<file path="src/rtl/if_stage.sv">
// Instruction fetch: PC + program-loadable imem driving the IF/ID register; word at PC appears one cycle later.
// No backpressure handshake: freeze holds PC and IF/ID, flush/branch squash the entry to NOP.
module if_stage #(
    parameter int          IMEM_DEPTH = 64,
    parameter logic [31:0] RESET_PC   = 32'h0,
    parameter logic [31:0] NOP        = 32'h0,
    localparam int         AW         = $clog2(IMEM_DEPTH)
) (
    input  logic          clk,
    input  logic          rst,
    input  logic          freeze,
    input  logic          flush,
    input  logic          Br_taken,
    input  logic [31:0]   Br_addr,
    input  logic          imem_we,
    input  logic [AW-1:0] imem_waddr,
    input  logic [31:0]   imem_wdata,
    output logic [31:0]   instruction,
    output logic [31:0]   PC_out,
    output logic          valid,
    output logic [31:0]   PC
);

    logic [31:0] imem [IMEM_DEPTH];
    logic        fetch_in_range;
    logic [31:0] fetch_word;
    logic [31:0] pc_next_seq;
    logic [1:0]  unused_br_low;

    // Branch targets are forced word aligned, so the low bits never matter.
    assign unused_br_low  = Br_addr[1:0];

    assign fetch_in_range = (PC[31:AW+2] == '0);
    assign fetch_word     = fetch_in_range ? imem[PC[AW+1:2]] : NOP;
    assign pc_next_seq    = PC + 32'd4;

    // Memory keeps its contents across reset; a write is seen by fetch only from the next cycle.
    always_ff @(posedge clk) begin
        if (imem_we) begin
            imem[imem_waddr] <= imem_wdata;
        end
    end

    always_ff @(posedge clk) begin
        if (!rst) begin
            PC          <= RESET_PC;
            instruction <= NOP;
            PC_out      <= 32'h0;
            valid       <= 1'b0;
        end else if (Br_taken) begin
            PC          <= {Br_addr[31:2], 2'b00};
            instruction <= NOP;
            PC_out      <= 32'h0;
            valid       <= 1'b0;
        end else if (freeze) begin
            PC          <= PC;
            instruction <= instruction;
            PC_out      <= PC_out;
            valid       <= valid;
        end else if (flush) begin
            PC          <= pc_next_seq;
            instruction <= NOP;
            PC_out      <= 32'h0;
            valid       <= 1'b0;
        end else begin
            PC          <= pc_next_seq;
            instruction <= fetch_word;
            PC_out      <= pc_next_seq;
            valid       <= fetch_in_range;
        end
    end

endmodule

</file>
<file path="config.mk">
export PLATFORM = sky130hd
export DESIGN_NAME = if_stage
export DESIGN_NICKNAME = d
export VERILOG_FILES = /design/src/rtl/if_stage.sv
export SDC_FILE = /design/constraint.sdc
export NUM_CORES = 2
export LEC_CHECK = 0
export CAP_MARGIN = 0
export CORE_UTILIZATION = 60
export CTS_CLUSTER_SIZE = 12
export DETAILED_ROUTE_END_ITERATION = 7
export DONT_BUFFER_PORTS = 1
export HOLD_SLACK_MARGIN = 0.03
export PLACE_DENSITY = 0.86
export SKIP_CTS_REPAIR_TIMING = 1
export SLEW_MARGIN = 20
export SYNTH_ARGS = -nofsm -noshare
export SYNTH_HDL_FRONTEND = slang
export SYNTH_SLANG_ARGS = --single-unit
</file>
<file path="constraint.sdc">
create_clock -name clk -period 7.2 [get_ports clk]
set_input_delay 0.36 -clock clk [delete_from_list [all_inputs] [get_ports clk]]
set_output_delay 0.36 -clock clk [all_outputs]
set_load 0.005 [all_outputs]
</file>
Yosys cells after proc, flatten, opt, wreduce, memory -nomap -nowiden --
Memories as Yosys holds them, arrays and structs flattened. A register that Yosys moved wholly into a read port is not among the register bits. Index checks and enable logic that the tools add are counted.
Storage, ports and cells: bits in writable memories 2048, register bits after elaboration 97, word-level logic and storage cells 21, memories kept 1, output and inout bits 97, input port bits 76
Cells by class: equality and inequality tests 1, reduce and logical (&&, ||, !) cells 2, $add $sub $neg 1, bitwise logic cells 1, multiplexer cells 10
Memory list:
- imem | depth 64, width 32, rd ports 1, clocked after Yosys merged registers in 1, wr ports 1, RTL line 24 | logic [31:0] imem [IMEM_DEPTH];
Operator list (number):
- 2-to-1 mux 32 bit | 5
- adder 32 x 3 -> 32 bit, second input constant | 1
- logical NOT 24 bit | 1
- 2-to-1 mux 6 bit | 2
- 2-to-1 mux 1 bit | 3
- inequality test 2 x 1 -> 1 bit, second input constant | 1
- OR reduction 2 bit | 1
- NOT 1 bit | 1

Longest topological paths before layout --
word-level depth 5, gate-level depth with buffers 11, gate-level depth less buffers 7

Worst setup path after synthesis --
OpenSTA, ideal clock, no wires.
path kind input-to-reg, from in imem_waddr[4], to mem imem[32][0], enable pin, path buffers 1, required time 6.739 ns, cell stages on the path 4, arrival 3.036 ns, setup slack 3.703 ns, setup time 0.461 ns, cells stage by stage clkbuf_1 > nor2_1 > nand4b_1 > nor3_1
RTL lines:
- start: declaration | RTL line 16 | input logic [AW-1:0] imem_waddr,
- end: declaration | RTL line 24
No word-level cell before the write port.

==> impl_results.md <==
* Yosys Warn Count at 0
* Core footprint at 137,300 um^2
* Post-Route Utilization at 0.6784
* Crit end category: flip-flop
* Met2 usage at 0.5588
* Met1 Use GR at 0.4295
* Pre-CTS setup slack at 3.011 ns
* Slowest stage delay, CP at 0.90 ns
* H-tree depth at 4
* Count of flip-flops with a built-in enable after synthesis at 2,048
* Nets at 4,263
* Grt ovf at 0
* Post-synthesis cell count at 3,954
* Synth Cell Area at 83,010 um^2
* Final hold viol count at 0
* Commonest cells after routing, fill and taps aside: edfxtp_1 (2,048), mux4_2 (513), nand2_1 (219), clkbuf_16 (205), mux2i_1 (150)
* Post-synth ARST share at 0
* Clk pin slew, worst setup/hold paths at 0.06 ns
* DR vias at 46,730
* Busiest layer in global routing: met2
* Final-report setup violation count at 0
* Seq/Total Area, Yosys at 0.7647
* CTS buffer count at 202
* Min-delay worst type: input port to flip-flop
* Iteration-0 DRC Markers at 9,278
* Initial antenna violation count at 16
* Vias in the first global route at 46,460
* Max Freq at 250.6 MHz
* Max_cap viols at 0
* Tcrit/Tclk final at 0.5541
* Largest net degree at the start of global routing at 110
* Worst path bufs/invs at 2
* Static Leakage at 28.86 nW
* Hpwl dp at 121.7 mm
* WS Path Type: flip-flop to flip-flop
* Final WS setup at 3.210 ns
* CP Cell Sequence: buf_12 -> buf_4 -> mux4_2 -> nand2_1 -> a311oi_1 -> a22oi_1 -> o211ai_1
* VDD IR max at 243.7 uV
* Startpoint Class: flip-flop
* Die footprint at 139,800 um^2
* Worst-Skew Late Latency at 0.85 ns
* M3 GR Usage at 0.1128
* RSZ-0062 raised after global routing: no
* Commonest non-fill, non-tap cell in the layout: edfxtp_1
* DRC viols at 0
* Total negative slack at 0 ns
* Crit path max-delay cell type: dfxtp_4
* Post-Route WL at 254.3 mm
* Worst Tran Pin Value at 1.269 ns
* DP Area at 85,480 um^2
* TritonCTS Sinks at 2,147
* First-pass GRT wire length at 346.5 mm
* Outcome: finished clean
* Period minus WS final at 3.990 ns
* Initial core utilization at 0.6045
* CP top delay family: buffers and inverters
* Port Buffers at 0
* Area Overhead vs Synth at 12.23%
* I/O Pins at 173
* CTS tree: done
* Cell area power density at 274.0 nW/um^2
* Clock buffer depth at 3
* CTS Root Cell: clkbuf_16
* Fin. max-slew vios at 0
* ANT nets after route at 0
* Design Power at 25.52 mW
* Max-Slew Margin vs Limit at 0.1506
* WP data arrival at 4.73 ns
* Layout cells sized above 1 at 0.2282
* Most used flip-flop cell after synthesis: edfxtp_1
* #FFs+latches synth at 2,147
* GRT Total Usage at 0.3581
* Critical Path RT at 7.94 ns
* FP Rows at 136
* Clk_skew at 0.03057 ns
* Die H at 374.0 um
* Drt first pass iters at 7
* Syn_area_per_cell at 20.99 um^2
* DR WL/cell at 41.59 um
* Final Wtd Congestion at 0.8412
* Critical path fanouts, max at 59
* Final instance area at 93,160 um^2
* Vias per inst at 7.642
* Synth unique cells at 71
* Die width at 374.0 um
## where the power goes
part	internal (mW)	total, mW	switching, mW
sequential	13.8	13.9	0.0966
combinational	0.679	1.73	1.06
clock	5.34	9.93	4.59
total	19.8	25.5	5.75
## metal layers
layer | vias up | wire, um
li1 | 16810 | -
met1 | 22900 | 73290
met2 | 5531 | 117500
met3 | 1467 | 41580
met4 | 19 | 21720
met5 | - | 207
## cells in the mapped netlist, types with 5 or more instances
master    instances  area (um^2)
a211oi_1         13        97.59
a21oi_1          40        200.2
a221oi_1          9        78.83
a22o_1            6        52.55
a22oi_1          49        367.9
a31oi_1          21        131.4
a32oi_1          20        175.2
a41oi_1           5        43.79
and2_1           20        125.1
and3_1           15        93.84
buf_1             9        33.78
buf_2            82        410.4
buf_4            43        322.8
buf_6            23        259.0
clkbuf_1         67        251.5
dfxtp_1          99         1982
edfxtp_1       2048        61500
mux2_2            6        67.56
mux2i_1         150         1501
mux4_2          513        11550
nand2_1         219        822.0
nand2b_1         16        100.1
nand3_1          83        415.4
nand4_1          15        93.84
nor2_1          123        461.7
nor2b_1          17        106.4
nor3_1           18        90.09
nor4_1            7        43.79
o211a_1          15        150.1
o211ai_1         15        112.6
o21ai_0          32        160.2
o21ai_1          25        125.1
o22ai_1          10        62.56
xnor2_1          36        315.3
xor2_1           18        157.7
## state kept, by name, indices dropped and copies added, names as in the netlist, named ones only
register	count
PC	30
PC_out	30
imem	2048
instruction	32
valid	1
## layout make-up
cell class	count	area, um^2
inverter	7	30.03
clock buffer	318	5614
antenna	3	7.507
timing repair buffer	249	2869
fill	7448	44160
tap	1794	2245
clock inverter	17	162.7
sequential	2147	63500
multi-input combinational	1579	18740
## worst register-to-register path: cells and delay by family (launching register included)
kind / cells / cell delay, ns
AND/OR/NAND/NOR: 1 / 0.08
multiplexers: 1 / 0.54
buffers and inverters: 2 / 1.27
flip-flops: 1 / 0.90
AO/OA/AOI/OAI: 3 / 1.12
## worst paths after layout
kind,from,endpoint,cells past startpoint,slack (ns)
worst max-delay path,flip-flop,instruction[16]$_SDFFE_PP0N_,7,3.21
worst min-delay path,imem_waddr[0],imem[39][11]$_DFFE_PP_,2,0.09
worst max register to register,flip-flop,instruction[16]$_SDFFE_PP0N_,7,3.21
worst min register to register,PC_out[30]$_SDFFE_PP0N_,PC_out[30]$_SDFFE_PP0N_,2,0.47
## through the flow
stage                     hold WS, ns  cells
after floorplan                0.4419   3957
after global placement         0.4526   5644
after detailed placement       0.4586   5644
after CTS                     -0.4072   5979
after global routing          0.08376   6111
final                         0.08771   6114
## logic make-up after synthesis
| logic type | Yosys count | share of synthesized area |
|---|---|---|
| muxes | 671 | 0.1583 |
| adders and majority gates | 1 | 0.0001507 |
| other | 1 | 0.00004517 |
| and+or+nand+nor | 563 | 0.03143 |
| xor gates and xnor gates | 54 | 0.005697 |
| DFF | 2147 | 0.7647 |
| AOI/OAI and AO/OA | 286 | 0.02392 |
| buffers and inverters | 231 | 0.01571 |
Power figures use the tool's default switching activity.
